$ cat config.mk
export PLATFORM = sky130hd
export DESIGN_NAME = mix_columns_sequencer_flat
export DESIGN_NICKNAME = d
export VERILOG_FILES = /design/src/rtl/aes_pkg.sv /design/src/rtl/mix_columns_sequencer_if.sv /design/src/rtl/mix_column_word.sv /design/src/rtl/mix_columns_sequencer.sv /design/src/flat_wrapper.sv
export SDC_FILE = /design/constraint.sdc
export NUM_CORES = 1
export LEC_CHECK = 0
export BUFFER_PORTS_ARGS = -buffer_cell sky130_fd_sc_hd__buf_2
export CORE_MARGIN = 10
export CORE_UTILIZATION = 35
export CTS_CLUSTER_DIAMETER = 150
export DETAILED_ROUTE_END_ITERATION = 10
export GPL_TIMING_DRIVEN = 0
export MAX_ROUTING_LAYER = met4
export PLACE_DENSITY_LB_ADDON = 0.15
export SETUP_SLACK_MARGIN = 0.15
export SYNTH_ARGS = -nofsm -noshare
export SYNTH_HDL_FRONTEND = slang
export SYNTH_SLANG_ARGS = --single-unit
$ cat constraint.sdc
create_clock -name clk -period 2.8 [get_ports clk]
set_input_delay 0.14 -clock clk [delete_from_list [all_inputs] [get_ports clk]]
set_output_delay 0.14 -clock clk [all_outputs]
set_load 0.02 [all_outputs]
$ cat src/rtl/aes_pkg.sv
// Shared AES datapath types and GF(2^8) helpers used by the MixColumns sequencer.
package aes_pkg;

  typedef logic [127:0] aes_state_t;
  typedef logic [31:0]  aes_word_t;

  localparam logic [7:0] AES_POLY = 8'h1B;

  typedef enum logic [1:0] {
    ST_IDLE = 2'd0,
    ST_BUSY = 2'd1,
    ST_DONE = 2'd2
  } mcs_state_e;

  function automatic logic [7:0] xtime(input logic [7:0] x);
    return {x[6:0], 1'b0} ^ (x[7] ? AES_POLY : 8'h00);
  endfunction

endpackage

$ cat src/rtl/mix_columns_sequencer_if.sv
// Valid/ready stream bundle for the MixColumns sequencer: state in, mixed state out.
interface mix_columns_sequencer_if;
  import aes_pkg::*;

  logic       in_valid;
  logic       in_ready;
  aes_state_t in_data;
  logic       in_bypass;
  logic       out_valid;
  logic       out_ready;
  aes_state_t out_data;
  logic       busy;

  modport slave (
    input  in_valid, in_data, in_bypass, out_ready,
    output in_ready, out_valid, out_data, busy
  );

  modport master (
    output in_valid, in_data, in_bypass, out_ready,
    input  in_ready, out_valid, out_data, busy
  );

endinterface

$ cat src/rtl/mix_column_word.sv
// Combinational AES column mixer: four byte mixers on rotated views of one 32-bit column.
module mix_column_word
  import aes_pkg::*;
(
  input  aes_word_t col_i,
  output aes_word_t col_o
);

  function automatic logic [7:0] mix_byte(input logic [7:0] a, input logic [7:0] b,
                                          input logic [7:0] c, input logic [7:0] d);
    return xtime(a) ^ xtime(b) ^ b ^ c ^ d;
  endfunction

  // Row r sits at col[31-8r -: 8]; output row r takes 2*a[r] ^ 3*a[r+1] ^ a[r+2] ^ a[r+3].
  for (genvar r = 0; r < 4; r++) begin : g_row
    localparam int R1 = (r + 1) % 4;
    localparam int R2 = (r + 2) % 4;
    localparam int R3 = (r + 3) % 4;
    assign col_o[31-8*r -: 8] = mix_byte(col_i[31-8*r -: 8], col_i[31-8*R1 -: 8],
                                         col_i[31-8*R2 -: 8], col_i[31-8*R3 -: 8]);
  end

endmodule

$ cat src/rtl/mix_columns_sequencer.sv
// AES MixColumns over a 128-bit state, LANES columns per cycle, mixed in place in a state buffer.
module mix_columns_sequencer
  import aes_pkg::*;
#(
  parameter int LANES = 1
) (
  input  logic                    clk,
  input  logic                    rst_n,
  mix_columns_sequencer_if.slave  bus
);

  localparam logic [1:0] COL_STEP = 2'(LANES);
  localparam logic [1:0] LAST_COL = 2'(4 - LANES);

  mcs_state_e state_q, state_d;
  logic [1:0] col_q, col_d;
  aes_state_t buf_q, buf_d;

  aes_word_t  cols_q [4];
  aes_word_t  cols_d [4];
  aes_word_t  lane_in  [LANES];
  aes_word_t  lane_out [LANES];

  logic in_ready;
  logic accept;

  always_comb begin
    for (int c = 0; c < 4; c++) cols_q[c] = buf_q[127-32*c -: 32];
  end

  // Lane l works on column col+l; col is always a multiple of LANES so this never wraps.
  for (genvar l = 0; l < LANES; l++) begin : g_lane
    assign lane_in[l] = cols_q[col_q + 2'(l)];
    mix_column_word u_mix (
      .col_i (lane_in[l]),
      .col_o (lane_out[l])
    );
  end

  assign in_ready = (state_q == ST_IDLE) | ((state_q == ST_DONE) & bus.out_ready);
  assign accept   = bus.in_valid & in_ready;

  always_comb begin
    state_d = state_q;
    col_d   = col_q;
    cols_d  = cols_q;
    buf_d   = buf_q;
    if (accept) begin
      buf_d   = bus.in_data;
      col_d   = 2'd0;
      state_d = bus.in_bypass ? ST_DONE : ST_BUSY;
    end else begin
      case (state_q)
        ST_BUSY: begin
          for (int c = 0; c < 4; c++) begin
            if (col_q == 2'(c - (c % LANES))) cols_d[c] = lane_out[c % LANES];
          end
          buf_d = {cols_d[0], cols_d[1], cols_d[2], cols_d[3]};
          col_d = col_q + COL_STEP;
          if (col_q == LAST_COL) state_d = ST_DONE;
        end
        ST_DONE: begin
          if (bus.out_ready) state_d = ST_IDLE;
        end
        ST_IDLE: ;
        default: state_d = ST_IDLE;
      endcase
    end
  end

  always_ff @(posedge clk or negedge rst_n) begin
    if (!rst_n) begin
      state_q <= ST_IDLE;
      col_q   <= 2'd0;
      buf_q   <= '0;
    end else begin
      state_q <= state_d;
      col_q   <= col_d;
      buf_q   <= buf_d;
    end
  end

  assign bus.in_ready  = in_ready;
  assign bus.out_valid = (state_q == ST_DONE);
  assign bus.out_data  = buf_q;
  assign bus.busy      = (state_q != ST_IDLE);

endmodule

$ cat src/flat_wrapper.sv
// flat-port wrapper written by rule: the top's interface ports become plain ports
module mix_columns_sequencer_flat import aes_pkg::*;
#(
  parameter int LANES = 1
)
  (clk, rst_n, bus_in_valid, bus_in_data, bus_in_bypass, bus_out_ready, bus_in_ready, bus_out_valid, bus_out_data, bus_busy);
  mix_columns_sequencer_if bus_i ();
  input  logic clk;
  input  logic rst_n;
  input wire logic [$bits(bus_i.in_valid)-1:0] bus_in_valid;
  input wire logic [$bits(bus_i.in_data)-1:0] bus_in_data;
  input wire logic [$bits(bus_i.in_bypass)-1:0] bus_in_bypass;
  input wire logic [$bits(bus_i.out_ready)-1:0] bus_out_ready;
  output wire logic [$bits(bus_i.in_ready)-1:0] bus_in_ready;
  output wire logic [$bits(bus_i.out_valid)-1:0] bus_out_valid;
  output wire logic [$bits(bus_i.out_data)-1:0] bus_out_data;
  output wire logic [$bits(bus_i.busy)-1:0] bus_busy;
  assign bus_i.in_valid = bus_in_valid;
  assign bus_i.in_data = bus_in_data;
  assign bus_i.in_bypass = bus_in_bypass;
  assign bus_i.out_ready = bus_out_ready;
  assign bus_in_ready = bus_i.in_ready;
  assign bus_out_valid = bus_i.out_valid;
  assign bus_out_data = bus_i.out_data;
  assign bus_busy = bus_i.busy;
  mix_columns_sequencer #(.LANES(LANES)) u_core (.clk(clk), .rst_n(rst_n), .bus(bus_i));
endmodule
==> results of run 1 <==
-- routing by layer --
layer	vias up	GRT usage	share of wire
met3	60	0.0488	0.072
met5	-	-	0
met1	3729	0.328	0.41
met2	401	0.424	0.49
met4	0	0.0958	0.029
li1	3262	-	-
-- placed cells by master, fill, tap and decap left out, types with 5 or more instances in the layout --
| cell | n |
|---|---|
| xor2_2 | 14 |
| buf_2 | 263 |
| buf_4 | 10 |
| mux4_2 | 32 |
| o21ai_1 | 43 |
| clkbuf_16 | 17 |
| clkbuf_2 | 12 |
| dlygate4sd3_1 | 128 |
| clkbuf_1 | 33 |
| buf_6 | 5 |
| and3_1 | 34 |
| nand2_1 | 5 |
| a22oi_1 | 92 |
| xnor2_1 | 41 |
| nand3_1 | 6 |
| xnor2_2 | 17 |
| dfrtp_1 | 132 |
| o21ai_0 | 83 |
| a21oi_1 | 43 |
| xnor2_4 | 14 |
| xor2_1 | 17 |
-- cells by family (layout without fill, tap and decap cells) --
kind of cell	count (synthesis)	in the layout
flops	132	132
xor+xnor	106	106
fa+ha+maj	4	4
mux	32	32
simple gates	56	56
buf+inv	55	487
compound gates	263	263
-- Yosys cell counts (4+ instances only) --
cell / instances
nor2_1: 4
xor2_1: 29
and3_1: 34
xnor2_1: 55
mux4_2: 32
a21oi_1: 43
nand2_1: 6
xnor2_4: 5
o21ai_0: 83
a22oi_1: 92
buf_6: 4
ha_1: 4
xnor2_2: 12
nand3_1: 6
o21ai_1: 43
dfrtp_1: 132
clkbuf_1: 43
-- timing repair --
item | 4_1_cts | 5_1_grt
cloned | 0 | 0
endpoints found under the hold margin | 187 | 0
hold buffers | 128 | 0
setup buffers | 2 | 6
resized for setup | 37 | 31
endpoints found under the setup margin | 116 | 96
pin swaps | 2 | 5
-- tightest hold or removal path: cells and delay by family --
kind | cells | cell delay, ns
buffers and inverters | 1 | 0.09
AO/OA/AOI/OAI | 2 | 0.17
-- state kept, by name (all words and copies together), names as in the netlist --
signal               flops
u_core.bus.out_data    128
u_core.state_q           2
u_core.col_q             2
-- worst paths after layout --
check / from / endpoint / slack [ns] / cells after the start
min: bus_in_data[25] / u_core.bus.out_data[25]$_DFFE_PN0P_ / 0.03 / 3
max reg2reg: u_core.col_q[1]$_DFFE_PN0P_ / u_core.bus.out_data[54]$_DFFE_PN0P_ / 0.21 / 8
min reg2reg: u_core.bus.out_data[49]$_DFFE_PN0P_ / u_core.bus.out_data[49]$_DFFE_PN0P_ / 0.53 / 2
min in group asynchronous: rst_n / u_core.bus.out_data[107]$_DFFE_PN0P_ / 0.28 / 2
max in group asynchronous: rst_n / u_core.bus.out_data[56]$_DFFE_PN0P_ / 1.74 / 3
max: u_core.col_q[1]$_DFFE_PN0P_ / u_core.bus.out_data[54]$_DFFE_PN0P_ / 0.21 / 8
-- per-stage QoR --
step / utilization / hold WS (ns) / area (um^2)
2_1_floorplan: - / -0.156 / 7350
3_3_place_gp: 0.441 / 0.352 / 9010
3_5_place_dp: 0.443 / 0.170 / 9040
4_1_cts: 0.546 / 0.0105 / 11100
5_1_grt: 0.556 / 0.0574 / 11400
6_report: 0.556 / 0.0324 / 11400
-- layout make-up --
cell class | instances | area, um^2
repair buffers | 400 | 2690
multi-input cells | 461 | 4110
plain buffers | 52 | 289
clock inverters | 9 | 151
inverters | 3 | 11.3
well taps | 270 | 338
fillers | 1836 | 9070
flip-flops and latches | 132 | 3300
clock buffers | 23 | 468
==> metrics, run 1 <==
outcome=finished clean; yosys synthesis warning count=0; PortBufs=263; main combinational cell family by area after synthesis=compound AO/OA/AOI/OAI gates; Ports=264; area added between synthesis and finish=54.4%; fin cells=between 1000 and 1500; number of endpoints with negative hold slack in the final report=0; dpl hpwl=24700 um; htree depth=4; minimum setup slack in the final design=0.211 ns; number of nets produced by synthesis=785; setup repair after global routing missed its margin=true; Total Routing Usage GR=0.264; gate count after technology mapping=between 600 and 700; Tightest Hold Check Type=in2reg; synthesized-area fraction occupied by adder cells=0.00681; class of the most critical setup path=reg2reg; area of the mapped netlist=7350 um^2; share of the cycle needed by the critical path after routing=0.925; Compound-Gate Fraction of Synth Area=0.211; average wire length per cell after detail routing=26.0 um; tightest slew margin relative to the limit=0.454; Root Buffer=clkbuf_16; number of detailed-routing iterations run before antenna repair=5; min Tclk post-route=2.59 ns; sum of buffers and inverters on the critical path=3; largest net degree at the start of global routing=73; worst slack, placed=-0.742 ns; CTS max path bufs=2; CP top delay family=XOR/XNOR gates; data arrival time of the critical path=2.85 ns; vias per cell=5.52; top fanout value on the critical path=10; slowest CP cell=mux4_2; count of state elements after synthesis=132; leading cell types by total area after synthesis=dfrtp_1, mux4_2, a22oi_1; portion of the post-synthesis area used by sequential elements=0.449; data required time at the worst endpoint=between 3 and 4 ns; vertical die dimension=165 um; top cell type's share of synthesized area=0.449; mean area per synthesized cell=~11 um^2; placeable core region=~20000 um^2; EDFF count, synth=0; Max Clk Rate=386 MHz; global-route wire length before repair=51400 um; floorplan die area=27200 um^2; number of antenna-violating nets in the routed design=0; final RePlAce weighted congestion=0.892; largest area contributor in the synthesized netlist=dfrtp_1; vias in the first global route=7953; Async S/R FF share, synth=1.00; number of slew-limit violations in the final report=0; initial antenna violation count=0; number of rows created at floorplan=52; delay of the slowest cell on the worst path=between 0.4 and 0.5 ns; sum of negative setup slack=0 ns; CTS tree=yes; total wire length after detailed routing=35100 um; TritonCTS Buffers=17; total grt overflow=0; final count of negative-setup-slack endpoints=0; actual transition at the worst max-transition pin=between 0.8 and 0.9 ns; vias=7452; total placed cells including tap cells=about 1200; clock-pin slew of the registers on the worst-case setup and hold paths=0.06 ns; # DRC=0; distinct cell type count after synthesis=28; clock insertion delay at the later pin of the skew report=0.42 ns; ant diodes=0; critical path endpoint category=flop; net total in the final layout=approximately 1200; portion of netlist area occupied by mux cells=0.0980; violation count after the first detailed-routing iteration=620; number of max-cap violations=0; Chip Width=165 um; Critical Path Most Common Cell=buf_6; Post-Synth Simple-Gate Area=0.0432; Initial Utilization=0.360; count of clock tree sinks=between 100 and 150; dominant register cell in the synthesized netlist=dfrtp_1; CP Cell Sequence=buf_4, buf_6, buf_6, mux4_2, xnor2_4, xnor2_2, xor2_2, o21ai_0; fraction of layout cells with a size suffix above 1=0.372; type of origin of the critical path=flop; area share of xor/xnor cells in the synthesized design=0.159; clock skew after layout=0.0115 ns
Power of run 1 is left out: the tool's default activity adds up to more than one toggle a clock period on the data nets, which glitch-free logic cannot reach.
==> run 2, diff against run 1 <==
ABC_AREA = 1   (was default)
HOLD_SLACK_MARGIN = 0.12   (was default)
==> run 2 against run 1 <==
  * Global-route usage up 4.1 points
  * Setup slack better by 0.040 ns
  * Hold slack better by 0.18 ns
  * Clock-buffer cell count down 4
  * Area after synthesis up 31%
  * Highest routed layer unchanged
  * Synthesized cell count up 130%
==> metrics, run 2 <==
outcome=finished clean; htree depth=4; minimum setup slack in the final design=between 0.2 and 0.3 ns; Initial Utilization=0.356; data required time at the worst endpoint=3.17 ns; leading post-synthesis cells by instance count=nand2_1, nand3_1, dfrtp_1; TritonCTS Buffers=17; post-route design area=approximately 13000 um^2; sum of negative setup slack=0 ns; clock-pin slew of the registers on the worst-case setup and hold paths=0.07 ns; most common cell after layout, fill and taps aside=nand2_1; most frequent cells in the layout=nand2_1, buf_2, nand3_1, dlygate4sd3_1, dfrtp_1; CP Cell Sequence=buf_2, inv_2, clkbuf_4, ha_1, nand2_1, nand2_1, buf_2, clkbuf_4, nand4_1, nand2_1; number of detailed-routing iterations run before antenna repair=6; CTS tree=yes; CTS max path bufs=2; vias in the first global route=12170; sum of buffers and inverters on the critical path=5; end-of-flow core utilization=0.493; data arrival time of the critical path=2.92 ns; floorplan die area=34500 um^2; Async S/R FF share, synth=1.00; number of max-cap violations=0; Total Routing Usage GR=0.305; number of flip-flops under the largest register name=128; number of rows created at floorplan=60; Root Buffer=clkbuf_16; EDFF count, synth=0; clock insertion delay at the later pin of the skew report=around 0.44 ns; number of antenna-violating nets in the routed design=0; PortBufs=~260; largest net degree at the start of global routing=84; top fanout value on the critical path=11; fraction of layout cells with a size suffix above 1=0.201; distinct cell type count after synthesis=28; Chip Width=186 um; vias per cell=roughly 5.5; class of the most critical setup path=reg2reg; # DRC=0; leading cell types by total area after synthesis=dfrtp_1, nand2_1, nand3_1; dominant register cell in the synthesized netlist=dfrtp_1; total wire length after detailed routing=51800 um; net total in the final layout=2013; global-route wire length before repair=75400 um; initial antenna violation count=1; count of clock tree sinks=132; number of slew-limit violations in the final report=0; actual transition at the worst max-transition pin=0.982 ns; setup repair after global routing missed its margin=false; Critical Path Most Common Cell=nand2_1; gate count after technology mapping=1462; Max Clk Rate=about 390 MHz; CP top delay family=buffers and inverters; Ports=between 200 and 300; violation count after the first detailed-routing iteration=approximately 1200; count of state elements after synthesis=132; slowest CP cell=dfrtp_1; worst slack, placed=-0.0475 ns; total grt overflow=0; most repeated cell in the gate-level netlist after synthesis=nand2_1; number of endpoints with negative hold slack in the final report=0; top cell type's share of synthesized area=0.344; Tightest Hold Check Type=in2async; average wire length per cell after detail routing=23.2 um; area added between synthesis and finish=38.4%; min Tclk post-route=approximately 2.5 ns; number of nets produced by synthesis=1599; tightest slew margin relative to the limit=0.345; share of the cycle needed by the critical path after routing=0.910; area of the mapped netlist=9600 um^2; type of origin of the critical path=flop; critical path endpoint category=flop; final count of negative-setup-slack endpoints=0; final RePlAce weighted congestion=~1; largest area contributor in the synthesized netlist=dfrtp_1; delay of the slowest cell on the worst path=between 0.4 and 0.5 ns; placeable core region=27000 um^2; vias=12276; clock skew after layout=0.0137 ns; dpl hpwl=37800 um; cell area reported after detailed placement=11400 um^2; Setup Buffers After CTS=0; vertical die dimension=186 um; mean area per synthesized cell=around 6.6 um^2; yosys synthesis warning count=0; portion of the post-synthesis area used by sequential elements=0.344
-- run 2: layout make-up --
class,count,area [um^2]
timing repair buffer,395,2670
multi-input combinational,1139,5480
tap,341,427
clock inverter,13,125
clock buffer,19,443
antenna,3,7.51
sequential,132,3300
inverter,118,443
fill,2773,13700
buffer,73,398
-- run 2: repair_timing --
action / 4_1_cts / 5_1_grt
setup endpoints to repair: 26 / 49
hold buffers: 132 / 0
hold endpoints to repair: 179 / 0
resized for setup: 3 / 14
-- run 2: kinds of logic after synthesis --
| family | count (synthesis) | share of synthesized area |
|---|---|---|
| flops | 132 | 0.344 |
| simple gates | 992 | 0.440 |
| buf+inv | 191 | 0.0856 |
| compound gates | 137 | 0.119 |
| xor+xnor | 6 | 0.00625 |
| fa+ha+maj | 4 | 0.00521 |
-- run 2: path summary, 6_finish.rpt --
| kind | depth (start not counted) | slack, ns | from | end |
|---|---|---|---|---|
| min reg2reg | 2 | 0.53 | u_core.bus.out_data[87]$_DFFE_PN0P_ | u_core.bus.out_data[87]$_DFFE_PN0P_ |
| max reg2reg | 10 | 0.25 | u_core.col_q[1]$_DFFE_PN0P_ | u_core.bus.out_data[67]$_DFFE_PN0P_ |
| max in group asynchronous | 3 | 1.79 | rst_n | u_core.bus.out_data[49]$_DFFE_PN0P_ |
| max | 10 | 0.25 | u_core.col_q[1]$_DFFE_PN0P_ | u_core.bus.out_data[67]$_DFFE_PN0P_ |
| min in group clk | 3 | 0.45 | bus_in_bypass | u_core.state_q[0]$_DFFE_PN0P_ |
| min | 2 | 0.21 | rst_n | u_core.bus.out_data[93]$_DFFE_PN0P_ |
-- run 2: metal layers --
metal | part of all wire | global-route usage | vias to the layer above
met4 | 0.038 | 0.118 | 0
met2 | 0.46 | 0.489 | 655
met3 | 0.089 | 0.0593 | 118
met1 | 0.41 | 0.374 | 5816
li1 | - | - | 5687
met5 | 0 | - | -
-- run 2: stage by stage --
stage,instances,hold WS (ns)
detailed placement,2066,0.115
global placement,2065,0.359
floorplan,1462,-0.156
global route,2231,0.269
finish,2233,0.208
CTS,2230,0.224
-- run 2: worst reg2reg max path, delay by kind of cell, from the launching register on --
family	cells	cell delay, ns
adder cells (fa/ha/maj)	1	0.19
buffers and inverters	5	1.33
flip-flops	1	0.41
AND/OR/NAND/NOR	4	0.56
Power of run 2 is left out for the same reason.
